==> src/rtl/mem_port_arbiter_if.sv <==
// Core/memory signal bundle for mem_port_arbiter. The master modport is the arbiter's view;
// the slave modport is the view of the core and memory it connects.
interface mem_port_arbiter_if #(
    parameter int unsigned ADDR_W = 32,
    parameter int unsigned DATA_W = 32
);
    logic              inst_ren;
    logic [ADDR_W-1:0] inst_addr;
    logic [DATA_W-1:0] inst_data;
    logic              inst_stall;
    logic              mem_ren;
    logic              mem_wen;
    logic [ADDR_W-1:0] mem_addr;
    logic [DATA_W-1:0] mem_dout;
    logic [DATA_W-1:0] mem_din;
    logic              mem_stall;
    logic              bus_req;
    logic              bus_we;
    logic [ADDR_W-1:0] bus_addr;
    logic [DATA_W-1:0] bus_wdata;
    logic [DATA_W-1:0] bus_rdata;
    logic              bus_ack;

    modport master (
        input  inst_ren, inst_addr, mem_ren, mem_wen, mem_addr, mem_dout, bus_rdata, bus_ack,
        output inst_data, inst_stall, mem_din, mem_stall, bus_req, bus_we, bus_addr, bus_wdata
    );

    modport slave (
        output inst_ren, inst_addr, mem_ren, mem_wen, mem_addr, mem_dout, bus_rdata, bus_ack,
        input  inst_data, inst_stall, mem_din, mem_stall, bus_req, bus_we, bus_addr, bus_wdata
    );
endinterface

==> src/rtl/mem_port_arbiter.sv <==
// Serialises IF and MEM stage accesses onto one memory bus, data first, with per-port stalls.
// Optional statistics counters are enabled with `define MEM_ARB_STAT_EN.
module mem_port_arbiter #(
    parameter int unsigned ADDR_W = 32,
    parameter int unsigned DATA_W = 32
) (
    input  logic                  clk,
    input  logic                  rst,
    mem_port_arbiter_if.master    arb
`ifdef MEM_ARB_STAT_EN
    ,
    output logic [31:0]           stat_inst_cnt,
    output logic [31:0]           stat_data_cnt,
    output logic [31:0]           stat_stall_cnt
`endif
);

    typedef enum logic [1:0] {StIdle, StDataBusy, StInstBusy} state_e;

    state_e            state_q, state_d;
    logic              inst_done_q, inst_done_d;
    logic              data_done_q, data_done_d;
    logic              bus_we_q, bus_we_d;
    logic [ADDR_W-1:0] bus_addr_q, bus_addr_d;
    logic [DATA_W-1:0] bus_wdata_q, bus_wdata_d;
    logic [DATA_W-1:0] inst_data_q, inst_data_d;
    logic [DATA_W-1:0] mem_din_q, mem_din_d;

    logic data_req, inst_req, inst_stall, mem_stall, advance;

    assign data_req   = arb.mem_ren | arb.mem_wen;
    assign inst_req   = arb.inst_ren;
    assign inst_stall = inst_req & ~inst_done_q;
    assign mem_stall  = data_req & ~data_done_q;
    assign advance    = ~inst_stall & ~mem_stall;

    always_comb begin
        state_d     = state_q;
        inst_done_d = inst_done_q;
        data_done_d = data_done_q;
        bus_we_d    = bus_we_q;
        bus_addr_d  = bus_addr_q;
        bus_wdata_d = bus_wdata_q;
        inst_data_d = inst_data_q;
        mem_din_d   = mem_din_q;

        if (advance) begin
            inst_done_d = 1'b0;
            data_done_d = 1'b0;
        end

        unique case (state_q)
            StIdle: begin
                // Data wins: the MEM stage holds the older instruction.
                if (mem_stall) begin
                    bus_addr_d  = arb.mem_addr;
                    bus_wdata_d = arb.mem_dout;
                    bus_we_d    = arb.mem_wen;
                    state_d     = StDataBusy;
                end else if (inst_stall) begin
                    bus_addr_d = arb.inst_addr;
                    bus_we_d   = 1'b0;
                    state_d    = StInstBusy;
                end
            end
            StDataBusy: begin
                if (arb.bus_ack) begin
                    data_done_d = 1'b1;
                    if (!bus_we_q) mem_din_d = arb.bus_rdata;
                    state_d = StIdle;
                end
            end
            StInstBusy: begin
                if (arb.bus_ack) begin
                    inst_done_d = 1'b1;
                    inst_data_d = arb.bus_rdata;
                    state_d     = StIdle;
                end
            end
            default: state_d = StIdle;
        endcase
    end

    always_ff @(posedge clk or posedge rst) begin
        if (rst) begin
            state_q     <= StIdle;
            inst_done_q <= 1'b0;
            data_done_q <= 1'b0;
            bus_we_q    <= 1'b0;
            bus_addr_q  <= '0;
            bus_wdata_q <= '0;
            inst_data_q <= '0;
            mem_din_q   <= '0;
        end else begin
            state_q     <= state_d;
            inst_done_q <= inst_done_d;
            data_done_q <= data_done_d;
            bus_we_q    <= bus_we_d;
            bus_addr_q  <= bus_addr_d;
            bus_wdata_q <= bus_wdata_d;
            inst_data_q <= inst_data_d;
            mem_din_q   <= mem_din_d;
        end
    end

    assign arb.bus_req    = (state_q != StIdle);
    assign arb.bus_we     = bus_we_q;
    assign arb.bus_addr   = bus_addr_q;
    assign arb.bus_wdata  = bus_wdata_q;
    assign arb.inst_data  = inst_data_q;
    assign arb.mem_din    = mem_din_q;
    assign arb.inst_stall = inst_stall;
    assign arb.mem_stall  = mem_stall;

`ifdef MEM_ARB_STAT_EN
    logic [31:0] stat_inst_q, stat_data_q, stat_stall_q;

    always_ff @(posedge clk or posedge rst) begin
        if (rst) begin
            stat_inst_q  <= '0;
            stat_data_q  <= '0;
            stat_stall_q <= '0;
        end else begin
            if (state_q == StInstBusy && arb.bus_ack) stat_inst_q <= stat_inst_q + 32'd1;
            if (state_q == StDataBusy && arb.bus_ack) stat_data_q <= stat_data_q + 32'd1;
            if (inst_stall | mem_stall) stat_stall_q <= stat_stall_q + 32'd1;
        end
    end

    assign stat_inst_cnt  = stat_inst_q;
    assign stat_data_cnt  = stat_data_q;
    assign stat_stall_cnt = stat_stall_q;
`endif

endmodule
==> src/flat_wrapper.sv <==
// flat-port wrapper written by rule: the top's interface ports become plain ports
module mem_port_arbiter_flat 
#(
    parameter int unsigned ADDR_W = 32,
    parameter int unsigned DATA_W = 32
)
  (clk, rst, arb_inst_ren, arb_inst_addr, arb_mem_ren, arb_mem_wen, arb_mem_addr, arb_mem_dout, arb_bus_rdata, arb_bus_ack, arb_inst_data, arb_inst_stall, arb_mem_din, arb_mem_stall, arb_bus_req, arb_bus_we, arb_bus_addr, arb_bus_wdata);
  mem_port_arbiter_if #(.ADDR_W(ADDR_W), .DATA_W(DATA_W)) arb_i ();
  input  logic clk;
  input  logic rst;
  input wire logic [$bits(arb_i.inst_ren)-1:0] arb_inst_ren;
  input wire logic [$bits(arb_i.inst_addr)-1:0] arb_inst_addr;
  input wire logic [$bits(arb_i.mem_ren)-1:0] arb_mem_ren;
  input wire logic [$bits(arb_i.mem_wen)-1:0] arb_mem_wen;
  input wire logic [$bits(arb_i.mem_addr)-1:0] arb_mem_addr;
  input wire logic [$bits(arb_i.mem_dout)-1:0] arb_mem_dout;
  input wire logic [$bits(arb_i.bus_rdata)-1:0] arb_bus_rdata;
  input wire logic [$bits(arb_i.bus_ack)-1:0] arb_bus_ack;
  output wire logic [$bits(arb_i.inst_data)-1:0] arb_inst_data;
  output wire logic [$bits(arb_i.inst_stall)-1:0] arb_inst_stall;
  output wire logic [$bits(arb_i.mem_din)-1:0] arb_mem_din;
  output wire logic [$bits(arb_i.mem_stall)-1:0] arb_mem_stall;
  output wire logic [$bits(arb_i.bus_req)-1:0] arb_bus_req;
  output wire logic [$bits(arb_i.bus_we)-1:0] arb_bus_we;
  output wire logic [$bits(arb_i.bus_addr)-1:0] arb_bus_addr;
  output wire logic [$bits(arb_i.bus_wdata)-1:0] arb_bus_wdata;
  assign arb_i.inst_ren = arb_inst_ren;
  assign arb_i.inst_addr = arb_inst_addr;
  assign arb_i.mem_ren = arb_mem_ren;
  assign arb_i.mem_wen = arb_mem_wen;
  assign arb_i.mem_addr = arb_mem_addr;
  assign arb_i.mem_dout = arb_mem_dout;
  assign arb_i.bus_rdata = arb_bus_rdata;
  assign arb_i.bus_ack = arb_bus_ack;
  assign arb_inst_data = arb_i.inst_data;
  assign arb_inst_stall = arb_i.inst_stall;
  assign arb_mem_din = arb_i.mem_din;
  assign arb_mem_stall = arb_i.mem_stall;
  assign arb_bus_req = arb_i.bus_req;
  assign arb_bus_we = arb_i.bus_we;
  assign arb_bus_addr = arb_i.bus_addr;
  assign arb_bus_wdata = arb_i.bus_wdata;
  mem_port_arbiter #(.ADDR_W(ADDR_W), .DATA_W(DATA_W)) u_core (.clk(clk), .rst(rst), .arb(arb_i));
endmodule
==> config.mk <==
export PLATFORM = sky130hd
export DESIGN_NAME = mem_port_arbiter_flat
export DESIGN_NICKNAME = d
export VERILOG_FILES = /design/src/rtl/mem_port_arbiter_if.sv /design/src/rtl/mem_port_arbiter.sv /design/src/flat_wrapper.sv
export SDC_FILE = /design/constraint.sdc
export NUM_CORES = 1
export LEC_CHECK = 0
export ABC_AREA = 1
export CORE_MARGIN = 1
export CORE_UTILIZATION = 56
export DETAILED_ROUTE_END_ITERATION = 10
export DONT_BUFFER_PORTS = 1
export PLACE_DENSITY = 0.76
export SYNTH_ARGS = -nofsm -noshare
export SYNTH_HDL_FRONTEND = slang
export SYNTH_SLANG_ARGS = --single-unit
==> constraint.sdc <==
create_clock -name clk -period 5.64 [get_ports clk]
set_input_delay 0.846 -clock clk [delete_from_list [all_inputs] [get_ports clk]]
set_output_delay 0.846 -clock clk [all_outputs]
set_load 0.1 [all_outputs]
# Word-level counts from Yosys, hierarchy flattened
# Cells that the tools add are included.
# op_classes
add_sub_neg	0
multipliers	0
n_div	0
n_lt_le_gt_ge	0
n_eq_ne	4
shifts	0
muxes	14
bitwise	9
reduce_logical	9
# op_table
op	count
$mux 32	2
$mux 1	8
$reduce_and 2->1	4
$mux 2	3
$not 1->1	5
$pmux 2 s2	1
$reduce_bool 2->1	2
$and 1x1->1	3
$ne 3x1->1 const B	1
$reduce_and 3->1	1
$eq 2x1->1 const B	1
$eq 2x2->1 const B	1
$logic_not 2->1	1
$ne 2x1->1 const B	1
$reduce_or 2->1	1
$or 1x1->1	1
# word_totals
regBits	133
latchBits	0
ram_bits	0
romBits	0
memories	0

# Depth between registers and ports, before layout
# depth
word_depth	7
ltp_mapped	8
mapped_depth_nobuf	7

# Least setup slack after synthesis
# OpenSTA, ideal clock, no wires.
# synth_timing
path_kind	input port to output port
from	input port arb_mem_wen
to	output port arb_mem_stall
arrival_time_ns	1.705
t_required_ns	4.794
slack_ns	3.089
cell_stages	3
path_cell_list	o21ai_2 buf_2 inv_1
# synth_via
elab_chain_len	2
# synth_lines
item	line_no	text
from (decl)	flat_wrapper.sv:14	input wire logic [$bits(arb_i.mem_wen)-1:0] arb_mem_wen;
$or 1x1->1	mem_port_arbiter.sv:31	assign data_req = arb.mem_ren | arb.mem_wen;
$and 1x1->1	mem_port_arbiter.sv:34	assign mem_stall = data_req & ~data_done_q;
to (decl)	flat_wrapper.sv:22	output wire logic [$bits(arb_i.mem_stall)-1:0] arb_mem_stall;
# No other way between the ends.

# Worst setup path in the final report
# layout_timing
from	register u_core.data_done_q
to	output port arb_mem_stall
# layout_via
elab_chain_len	2
# layout_lines
item	line_no	text
from (decl)	mem_port_arbiter.sv:22	logic data_done_q, data_done_d;
from (signal assigned)	mem_port_arbiter.sv:97	data_done_q <= data_done_d;
$not 1->1	mem_port_arbiter.sv:34	
$and 1x1->1	mem_port_arbiter.sv:34	
# No other way between the ends.

==> qor.csv <==
metric,value,unit
status,"complete, no violations",
CP max stage delay,690,ps
count of different cell masters after synthesis,20,
Ys Warns,0,
Fmax,307,MHz
DR vias,4281,
"Worst Setup Slack, final",2390,ps
die area,0.0106,mm²
"Remaining Overflow, GRT",0,
"Cell Area, Synth",0.00570,mm²
r2r startpoint,u_core.data_done_q$_DFF_PP0_,
Top delay family on crit path,buffers and inverters,
drt first pass iters,4,
vias in the first global route,3917,
Hold Path Class,in -> reg,
Final setup viols,0,
cts bufs inserted,17,
"commonest non-fill, non-tap cells in the layout","302 x nand2_1, 133 x dfrtp_1, 65 x nand3_1, 39 x inv_1, 33 x o21ai_0",
Post-Syn Instances,660,
Die X,103,µm
Worst setup SP type,flip-flop,
RSZ-0062 raised after global routing,false,
largest net degree at the start of global routing,82,
Slew HR,32.5,%
footprint of the multi-input gates,0.00195,mm²
Rows,36,
Bufs on Longest Clock Path,2,
WP data arrival,2410,ps
Final TNS setup,0,ps
max cap viols,0,
DR vias/cell,5.43,
WL final,13300,µm
Filler cells,811,
CTS tree,yes,
Top Usage Layer GRT,met2,
actual slew at the worst max-slew pin,1010,ps
DP Worst Slack,2600,ps
crit path cell chain,inv_2 -> o21ai_2 -> buf_4 -> inv_1,
Reg2Reg Depth,5,
DR WL/cell,16.9,µm
n_diodes,0,
DRC,0,
met1 Use GR,29.1,%
Clock Sinks,133,
Critical path origin,u_core.data_done_q$_DFF_PP0_,
Final Cycle Share,57.7,%
met3 Use GR,8.41,%
die height,103,µm
sequential share of the synthesized area,58.4,%
initial antenna violation count,0,
Nets,780,
total global-route track usage,24.8,%
share of cells above drive strength 1,8.99,%
I/O Buffers,0,
Final Non-Filler Cells,789,
post-route ant nets,0,
DP Cell Count,757,
slowest CP cell,inv_1,
Root Driver,clkbuf_8,
synthesis-to-finish area growth,10.7,%
core outline area,0.00982,mm²
# Post-CTS Setup Buffers,0,
CTS Hold Bufs,0,
WS Path Type,reg -> out,
worst-skew pair later-pin latency,510,ps
Buf/Inv on CP,3,
crit path time final,3250,ps
Starting Density,58.1,%
Routability Congestion,0.785,
Worst-path clk slew,60,ps
Final Hold Fails,0,
met2 Use GR,41.7,%
Syn Area/Cell,8.64,µm²
HPWL Detailed,9010,µm
"most common cell after layout, fill and taps aside",nand2_1,
worst-path fanout max,34,
worst hold path startpoint,arb_mem_dout[10],
"Slew Viols, Final",0,
initial DRC count,179,
skew final,13.0,ps
Worst EP required,4790,ps
FF+latch area,0.00333,mm²
Seq cells post-synth,133,
CTS resizes,0,
first-pass GRT wire length,19700,µm
Post-Syn Nets,797,
IO Pins,266,
crit end category,output port,
CTS HTree Levels,4,
WP depth,4,
Hold Path Stages,2,
-- metrics by stage --
stage	hold WS, ps	instance area [µm²]	utilization, %
6_report	443	6310	64.3
3_5_place_dp	517	5640	57.4
4_1_cts	423	6310	64.3
2_1_floorplan	462	5700	-
5_1_grt	419	6310	64.3
3_3_place_gp	487	5640	57.4
-- area by class of cell --
type | count | share of cell area (%)
clock inverter | 12 | 3.94
inverter | 44 | 2.66
timing repair buffer | 3 | 0.357
multi-input combinational | 444 | 30.9
sequential | 133 | 52.7
clock buffer | 20 | 6.74
tap | 133 | 2.64
-- cells by family (layout without fill, tap and decap cells) --
logic type      after synthesis  in the layout  synth area share (%)
simple gates                374            374                  26.7
buf+inv                      83             79                  7.44
compound gates               67             67                  6.87
fa+ha+maj                     3              3                 0.658
flops                       133            133                  58.4
-- synth_stat cells --
cell	instances	area (µm²)
nor2_4	1	11.3
a21oi_1	1	5.00
o21ai_2	15	131
nand2_1	303	1140
dfrtp_1	133	3330
nand2_2	2	12.5
or2_1	1	6.26
buf_1	2	7.51
nand3_4	1	17.5
o21ai_1	18	90.1
nand3_1	65	325
inv_1	40	150
ha_1	3	37.5
clkbuf_1	6	22.5
buf_2	18	90.1
nand2_4	1	11.3
inv_2	4	15.0
o21ai_0	33	165
buf_6	11	124
buf_4	2	15.0
-- final timing paths --
path                                                             end  slack [ps]
worst min-delay path            u_core.arb.bus_wdata[10]$_DFFE_PP0P_         440
worst min register to register          u_core.data_done_q$_DFF_PP0_         520
worst max register to register   u_core.arb.bus_addr[14]$_DFFE_PP0P_        3030
max in group asynchronous         u_core.arb.bus_addr[4]$_DFFE_PP0P_        3980
min in group asynchronous       u_core.arb.bus_wdata[30]$_DFFE_PP0P_         450
worst max-delay path                                   arb_mem_stall        2390
-- registers in the layout (all words and copies together), names as in the netlist --
register,count
u_core.arb.bus_addr,32
u_core.arb.bus_wdata,32
u_core.arb.inst_data,32
u_core.arb.mem_din,32
u_core.state_q,2
u_core.arb.bus_we,1
u_core.data_done_q,1
u_core.inst_done_q,1
-- per-layer routing --
metal  vias to the layer above  share of wire, %
met1                      2010                38
met3                        22               9.6
met4                         0               1.9
met2                       216                51
li1                       2033                 -
met5                         -                 0
Power is left out: the tool's default activity adds up to more than one toggle a clock period on the data nets, which glitch-free logic cannot reach.
